$ cat src/rtl/mc_dp_pkg.sv
// Shared encodings for the multicycle datapath.
// Mux selects and IR field positions.
package mc_dp_pkg;

  localparam logic [1:0] ALUB_B      = 2'b00;
  localparam logic [1:0] ALUB_FOUR   = 2'b01;
  localparam logic [1:0] ALUB_IMM    = 2'b10;
  localparam logic [1:0] ALUB_IMM_SH = 2'b11;

  localparam logic [1:0] PCSRC_ALU    = 2'b00;
  localparam logic [1:0] PCSRC_ALUOUT = 2'b01;
  localparam logic [1:0] PCSRC_JUMP   = 2'b10;
  localparam logic [1:0] PCSRC_RESET  = 2'b11;

  localparam logic IORD_PC     = 1'b0;
  localparam logic IORD_ALUOUT = 1'b1;

  localparam int IR_RS_LO  = 21;
  localparam int IR_RT_LO  = 16;
  localparam int IR_RD_LO  = 11;
  localparam int IR_IMM_HI = 15;
  localparam int IR_JMP_HI = 25;
  localparam int JMP_PC_LO = 28;

endpackage

$ cat src/rtl/mc_regfile.sv
// Two-read, one-write register file.
// Register 0 reads zero and drops writes.
module mc_regfile
  import mc_dp_pkg::*;
#(
  parameter int BIT_WIDTH = 32,
  parameter int REG_COUNT = 32,
  localparam int RA_W = $clog2(REG_COUNT)
) (
  input  logic                 clk,
  input  logic                 reset,
  input  logic                 we_i,
  input  logic [RA_W-1:0]      waddr_i,
  input  logic [BIT_WIDTH-1:0] wdata_i,
  input  logic [RA_W-1:0]      raddr1_i,
  input  logic [RA_W-1:0]      raddr2_i,
  output logic [BIT_WIDTH-1:0] rdata1_o,
  output logic [BIT_WIDTH-1:0] rdata2_o
);

  logic [BIT_WIDTH-1:0] regs_q [REG_COUNT];

  // Clear all on reset; write only non-zero targets.
  always_ff @(posedge clk) begin
    if (reset) begin
      for (int i = 0; i < REG_COUNT; i++) begin
        regs_q[i] <= '0;
      end
    end else if (we_i && (waddr_i != '0)) begin
      regs_q[waddr_i] <= wdata_i;
    end
  end

  // Combinational reads with r0 forced to zero.
  always_comb begin
    rdata1_o = (raddr1_i == '0) ? '0 : regs_q[raddr1_i];
    rdata2_o = (raddr2_i == '0) ? '0 : regs_q[raddr2_i];
  end

endmodule

$ cat src/rtl/mc_datapath_v3.sv
// Multicycle MIPS-style datapath with memory
// stall handshake and debug bus override.
module mc_datapath_v3
  import mc_dp_pkg::*;
#(
  parameter int BIT_WIDTH = 32,
  parameter int REG_COUNT = 32,
  parameter logic [BIT_WIDTH-1:0] RESET_PC = '0,
  localparam int RA_W = $clog2(REG_COUNT)
) (
  input  logic                 clk,
  input  logic                 reset,
  input  logic                 pc_en,
  input  logic                 ir_write_en,
  input  logic                 reg_write_en,
  input  logic                 iord_sel,
  input  logic                 mem_to_reg_sel,
  input  logic                 reg_dst_sel,
  input  logic                 alu_a_src_sel,
  input  logic [1:0]           alu_b_src_sel,
  input  logic [1:0]           pc_src_sel,
  input  logic                 mem_read_en,
  input  logic                 mem_write_en,
  input  logic [BIT_WIDTH-1:0] alu_result,
  output logic [BIT_WIDTH-1:0] alu_src_a,
  output logic [BIT_WIDTH-1:0] alu_src_b,
  output logic [BIT_WIDTH-1:0] mem_addr,
  output logic [BIT_WIDTH-1:0] mem_wdata,
  output logic                 mem_we,
  output logic                 mem_re,
  input  logic [BIT_WIDTH-1:0] mem_rdata,
  input  logic                 mem_ready,
  output logic                 stall,
  output logic [BIT_WIDTH-1:0] instr,
  input  logic                 dbg_en,
  input  logic                 dbg_we,
  input  logic [BIT_WIDTH-1:0] dbg_addr,
  input  logic [BIT_WIDTH-1:0] dbg_wdata,
  output logic [BIT_WIDTH-1:0] dbg_rdata
);

  logic [BIT_WIDTH-1:0] pc_q, pc_d;
  logic [BIT_WIDTH-1:0] ir_q, ir_d;
  logic [BIT_WIDTH-1:0] mdr_q, mdr_d;
  logic [BIT_WIDTH-1:0] a_q, a_d;
  logic [BIT_WIDTH-1:0] b_q, b_d;
  logic [BIT_WIDTH-1:0] aluout_q, aluout_d;

  logic [BIT_WIDTH-1:0] rf_rd1, rf_rd2;
  logic [BIT_WIDTH-1:0] wb_data;
  logic [RA_W-1:0]      wb_addr;
  logic                 rf_we;

  logic [BIT_WIDTH-1:0] imm_ext;
  logic [BIT_WIDTH-1:0] jump_tgt;
  logic [BIT_WIDTH-1:0] four;
  logic                 frozen;
  logic                 mem_take;

  assign four     = {{(BIT_WIDTH-3){1'b0}}, 3'd4};
  assign imm_ext  = {{(BIT_WIDTH-16){ir_q[IR_IMM_HI]}},
                     ir_q[IR_IMM_HI:0]};
  assign jump_tgt = {pc_q[BIT_WIDTH-1:JMP_PC_LO],
                     ir_q[IR_JMP_HI:0], 2'b00};

  assign instr     = ir_q;
  assign dbg_rdata = mem_rdata;

  // Memory bus: debug host owns it while dbg_en is high.
  always_comb begin
    mem_addr  = (iord_sel == IORD_ALUOUT) ? aluout_q : pc_q;
    mem_wdata = b_q;
    mem_we    = mem_write_en;
    mem_re    = mem_read_en & ~mem_write_en;
    stall     = (mem_read_en | mem_write_en) & ~mem_ready;
    if (dbg_en) begin
      mem_addr  = dbg_addr;
      mem_wdata = dbg_wdata;
      mem_we    = dbg_we;
      mem_re    = ~dbg_we;
      stall     = 1'b0;
    end
  end

  assign frozen   = stall | dbg_en;
  assign mem_take = mem_ready & ~dbg_en;

  // ALU operand selection.
  always_comb begin
    alu_src_a = alu_a_src_sel ? a_q : pc_q;
    alu_src_b = b_q;
    unique case (alu_b_src_sel)
      ALUB_B:      alu_src_b = b_q;
      ALUB_FOUR:   alu_src_b = four;
      ALUB_IMM:    alu_src_b = imm_ext;
      ALUB_IMM_SH: alu_src_b = imm_ext << 2;
      default:     alu_src_b = b_q;
    endcase
  end

  // Writeback address/data and gated write enable.
  always_comb begin
    wb_addr = reg_dst_sel ? ir_q[IR_RD_LO +: RA_W]
                          : ir_q[IR_RT_LO +: RA_W];
    wb_data = mem_to_reg_sel ? mdr_q : aluout_q;
    rf_we   = reg_write_en & ~frozen;
  end

  // Next-state for architectural registers under freeze.
  always_comb begin
    pc_d     = pc_q;
    ir_d     = ir_q;
    mdr_d    = mdr_q;
    a_d      = a_q;
    b_d      = b_q;
    aluout_d = aluout_q;
    if (!frozen) begin
      a_d      = rf_rd1;
      b_d      = rf_rd2;
      aluout_d = alu_result;
      if (pc_en) begin
        unique case (pc_src_sel)
          PCSRC_ALU:    pc_d = alu_result;
          PCSRC_ALUOUT: pc_d = aluout_q;
          PCSRC_JUMP:   pc_d = jump_tgt;
          PCSRC_RESET:  pc_d = RESET_PC;
          default:      pc_d = pc_q;
        endcase
      end
    end
    if (mem_take) begin
      mdr_d = mem_rdata;
      if (ir_write_en) begin
        ir_d = mem_rdata;
      end
    end
  end

  // State registers with synchronous reset.
  always_ff @(posedge clk) begin
    if (reset) begin
      pc_q     <= RESET_PC;
      ir_q     <= '0;
      mdr_q    <= '0;
      a_q      <= '0;
      b_q      <= '0;
      aluout_q <= '0;
    end else begin
      pc_q     <= pc_d;
      ir_q     <= ir_d;
      mdr_q    <= mdr_d;
      a_q      <= a_d;
      b_q      <= b_d;
      aluout_q <= aluout_d;
    end
  end

  mc_regfile #(
    .BIT_WIDTH(BIT_WIDTH),
    .REG_COUNT(REG_COUNT)
  ) u_rf (
    .clk      (clk),
    .reset    (reset),
    .we_i     (rf_we),
    .waddr_i  (wb_addr),
    .wdata_i  (wb_data),
    .raddr1_i (ir_q[IR_RS_LO +: RA_W]),
    .raddr2_i (ir_q[IR_RT_LO +: RA_W]),
    .rdata1_o (rf_rd1),
    .rdata2_o (rf_rd2)
  );

endmodule

$ cat config.mk
export PLATFORM = sky130hd
export DESIGN_NAME = mc_datapath_v3
export DESIGN_NICKNAME = d
export VERILOG_FILES = /design/src/rtl/mc_dp_pkg.sv /design/src/rtl/mc_regfile.sv /design/src/rtl/mc_datapath_v3.sv
export SDC_FILE = /design/constraint.sdc
export NUM_CORES = 2
export LEC_CHECK = 0
export ABC_AREA = 1
export BUFFER_PORTS_ARGS = -buffer_cell sky130_fd_sc_hd__buf_4
export CORE_MARGIN = 2
export CORE_UTILIZATION = 30
export CTS_CLUSTER_SIZE = 8
export DETAILED_ROUTE_END_ITERATION = 6
export SLEW_MARGIN = 10
export SYNTH_ARGS = -nofsm -noshare
export SYNTH_HDL_FRONTEND = slang
export SYNTH_SLANG_ARGS = --single-unit
$ cat constraint.sdc
create_clock -name clk -period 4.5 [get_ports clk]
set_input_delay 0 -clock clk [delete_from_list [all_inputs] [get_ports clk]]
set_output_delay 0 -clock clk [all_outputs]
set_load 0.02 [all_outputs]
---- After elaboration in Yosys (flattened, before gate mapping) ----
Memories as Yosys holds them, arrays and structs flattened. A register that Yosys moved wholly into a read port is not among the register bits.
Cells that the tools add are included.
word-level totals
  word-level logic and storage cells ...... 61
  RAM bits ................................ 1,024
  register bits after elaboration ......... 192
  input port bits ......................... 146
  output and inout bits ................... 195
  memories kept ........................... 1
memories
  memory       words  bits a word  rd ports  clocked after Yosys merged registers in  write ports  line              RTL
  u_rf.regs_q  32     32           2         2                                        32           mc_regfile.sv:21  logic [BIT_WIDTH-1:0] regs_q [REG_COUNT];
operators by class
  reductions and logical operators ........ 10
  multiplexer cells ....................... 25
  eq/ne operators ......................... 6
  bitwise gates (word level) .............. 12
operator list
  operator                                       count
  two-way mux 32 bit                             8
  case mux 32 bit (4 select lines)               2
  OR reduction 32 bit                            1
  two-way mux 5 bit                              6
  zero test 5 bit                                2
  two-way mux 1 bit                              9
  == test 2 bit, second input constant           4
  NOT 1 bit                                      6
  nonzero test 5 bit                             1
  AND 1 bit                                      4
  == test 2 x 1 -> 1 bit, second input constant  2
  zero test 2 bit                                2
  AND reduction 2 bit                            2
  AND reduction 3 bit                            1
  OR 1 bit                                       2
  logical AND 1 bit                              1

---- Logic depth before layout (Yosys ltp) ----
  word-level depth ........................ 12
  gate-level depth with buffers ........... 13
  mapped depth without buffers ............ 10

---- Modules after synthesis ----
From an unflattened synthesis, not the netlist that was laid out.
unflattened totals
  cells, all modules ...................... 8,815
  area, all modules ....................... 66,423.7 um^2
modules (own cells, without submodules)
  module          times used  cells an instance  sequential area each (um^2)  area an instance (um^2)
  mc_regfile      1           7,252              30,749.5                     56,525.5
  mc_datapath_v3  1           1,563              3,843.7                      9,898.2

---- Least setup slack after synthesis ----
Ideal clock, no wire load.
  path kind ............................... reg2reg
  from .................................... reg ir_q[11] (netlist: instr[11])
  to ...................................... mem u_rf.regs_q[12][0], enable pin
  cell stages (with the launch flop) ...... 12
  data arrival time ....................... 2.757 ns
  setup time .............................. 0.389 ns
  required time ........................... 4.111 ns
  slack ................................... 1.354 ns
  path buffers ............................ 1
  cells stage by stage .................... dfxtp_1 -> inv_1 -> nand2_1 -> o21ai_0 -> inv_1 -> nor2_1 -> nand2_1 -> nand4_4 -> nor3_4 -> nand2_2 -> buf_6 -> nand2_1
RTL lines
  what                    line                   RTL
  start, declared         mc_datapath_v3.sv:43   logic [BIT_WIDTH-1:0] ir_q, ir_d;
  start signal, assigned  mc_datapath_v3.sv:150  ir_q <= ir_d;
  end, declared           mc_regfile.sv:21

==> run summary <==
Status - finished, violations left
Failing checks - design-rule violations
Area Overhead vs Synth - 16.11%
Number of port buffers - 340
Fin cells - 12500
Cells after synthesis - 9316
Sequential cell area - 34830 um2
Worst EP arrival - 4.04 ns
CTS tree - done
Clock network power share - 41.3%
Gr ovfl total - 0
Antenna-violating nets left - 0
Largest net degree at the start of global routing - 165
Hold WC Path Type - input pin to flop
Clk sinks - 1226
Fin crit share - 80.55%
Reg-to-reg slack, setup - 0.88 ns
Final HPWL DP - 165200 um
Vias per cell - 5.282
Total core area - 229700 um2
Worst-margin pin slew - 1.264 ns
CP endpoint kind - flop
Worst setup margin - 0.8755 ns
1st-iter DRT viols - 7914
Lkg Pwr - 34.50 nW
Layout Nets - 9537
Pre-CTS WS - 0.9257 ns
Crit Path Class - flop to flop
GR Util All Layers - 21.91%
Sum Neg Setup Slack - 0 ns
Most common cell after layout, fill and taps aside - nand2_1
Critical Path RT - 4.91 ns
DR WL/cell - 21.43 um
Switching share of power - 28.97%
Dpl cells - 12130
Netlist cell types - 30
CTS H-tree depth - 4
Crit path from - instr[11]
Placement Rows - 176
DR vias - 66050
Num CTS Buffers - 172
Seq/Total Area, Yosys - 50.25%
DR pass1 iterations - 7
Antenna fix cells - 0
MaxCap Viol Count - 0
Worst Setup Start Kind - flop
Layout fillers - 23560
Worst skew pair latency - 0.81 ns
Setup Skew - 0.03708 ns
Pint - 0.02113 W
Worst reg2reg startpoint - instr[11]
Maximum VDD drop - 0.3435 mV
Pwr/cell area - 370.1 nW/um2
Final min period - 3.625 ns
Die Area - 234700 um2
CP max FO - 32
Final core occ - 35.00%
Combinational share of power - 15.3%
CTS root buf - clkbuf_16
Clock Path Buffers - 3
Fmax - 0.2759 GHz
Die height - 484.4 um
NetSw - 0.008619 W
Fraction of layout instances using a drive strength above 1 - 8.757%
Worst-path clk slew - 0.05 ns
Global-route wire length before repair - 396200 um
Die width - 484.4 um
DRC Markers - 3
Mapped cell area - 69240 um2
Yosys warning count - 0
Num ports - 341
RSZ-0062 raised after global routing - no
Final Setup Violations - 0
Initial antenna violation count - 2
Average cell area after synthesis - 7.433 um2
Initial Util - 30.15%
Flops & latches, synth - 1226
Min-delay src - alu_result[24]
Vias in the first global route - 63960
WL final - 268000 um
Final hold violations - 0
Worst Hold Slack - 0.02871 ns
GPL Wtd Cong - 0.9061
Area occupied by multi-input gates - 26800 um2
Slew Viols, Final - 0
Setup bufs post-CTS - 0
Slew margin rel. - 15.73%
Register share of total power - 43.5%
Most frequent cells in the layout - nand2_1 (2683), nand3_1 (1798), inv_1 (1152)
[critical path, cell delays in order, from the launching register on]
cell	delay, ns
dfxtp_1	0.37
inv_1	0.13
nand2_1	0.10
o21ai_0	0.30
inv_1	0.31
nor2_1	0.09
nand2_1	0.11
nand4_4	0.16
nor3_4	0.62
buf_4	0.23
nand2_2	0.06
nand2_2	0.73
[sequential cells by signal, indices dropped and copies added (netlist names), named ones only]
register	flops
b_q	32
mdr_q	32
instr	32
u_rf.regs_q	1024
a_q	32
aluout_q	32
pc_q	32
[cell families (layout without fill, tap and decap cells)]
group                  count (synthesis)  count (layout)  share of synthesized area (%)
AOI/OAI and AO/OA                    495             495                          3.927
muxes                                  8               8                         0.1229
other                                  1              32                       0.005416
DFF                                 1226            1226                          50.25
and+or+nand+nor                     5653            5653                          34.02
buffers and inverters               1933            2064                          11.67
[layer usage]
layer,wire [um],global-route usage [%],vias up
met4,17520,13.97,0
li1,-,-,29790
met1,103100,27.75,31450
met3,24960,3.204,805
met5,0,0,-
met2,122400,35.00,4006
[worst paths after layout]
kind | to | cells after the start
worst max-delay path | u_rf.regs_q[29][10] | 11
worst min-delay path | aluout_q[24] | 4
worst max register to register | u_rf.regs_q[29][10] | 11
worst min register to register | b_q[22] | 2
[cells in the mapped netlist]
cell type / n / share of area (%)
a211oi_1: 44 / 0.48
a21oi_1: 156 / 1.1
a221oi_1: 2 / 0.025
a31oi_1: 6 / 0.054
buf_1: 67 / 0.36
buf_4: 32 / 0.35
buf_6: 94 / 1.5
clkbuf_1: 576 / 3.1
clkinv_1: 2 / 0.011
conb_1: 1 / 0.0054
dfxtp_1: 202 / 5.8
edfxtp_1: 1024 / 44
inv_1: 1157 / 6.3
inv_2: 5 / 0.027
mux2_2: 4 / 0.065
mux2i_1: 4 / 0.058
nand2_1: 2729 / 15
nand2_2: 7 / 0.063
nand3_1: 1798 / 13
nand4_4: 1 / 0.031
nor2_1: 1111 / 6.0
nor2_2: 1 / 0.0090
nor3_1: 2 / 0.014
nor3_4: 4 / 0.094
o211ai_1: 8 / 0.087
o21a_1: 4 / 0.043
o21ai_0: 234 / 1.7
o21ai_1: 2 / 0.014
o221ai_1: 15 / 0.19
o22ai_1: 24 / 0.22
[what timing repair did]
action                                  in CTS  in global routing
hold buffers                               116                  0
resized for setup                            0                  0
hold endpoints to repair                   170                  0
endpoints found under the setup margin       0                  0
[power groups by stage]
stage | clock network (W) | logic, W | registers (W)
finish | 0.0123 | 0.00454 | 0.0129
global route | 0.0128 | 0.00484 | 0.0130
CTS | 0.0124 | 0.00445 | 0.0129
detailed placement | 0 | 0.00435 | 0.0131
global placement | 0 | 0.00429 | 0.0131
floorplan | 0 | 0.00255 | 0.0131
[final cells by class]
type                            count  share of cell area [%]
Sequential cell                  1226                   43.32
Multi-Input combinational cell   6188                   33.34
Timing Repair Buffer              639                   7.059
Clock buffer                      248                   5.814
Inverter                         1164                   5.491
Tap cell                         3026                   4.709
Clock inverter                     13                  0.2708
[stage by stage]
stage | area, um2 | power (W)
floorplan | 69360 | 0.01562
global placement | 74340 | 0.01743
detailed placement | 74340 | 0.01750
CTS | 80390 | 0.02976
global route | 80390 | 0.03062
finish | 80390 | 0.02975
(Power assumes the default switching activity.)
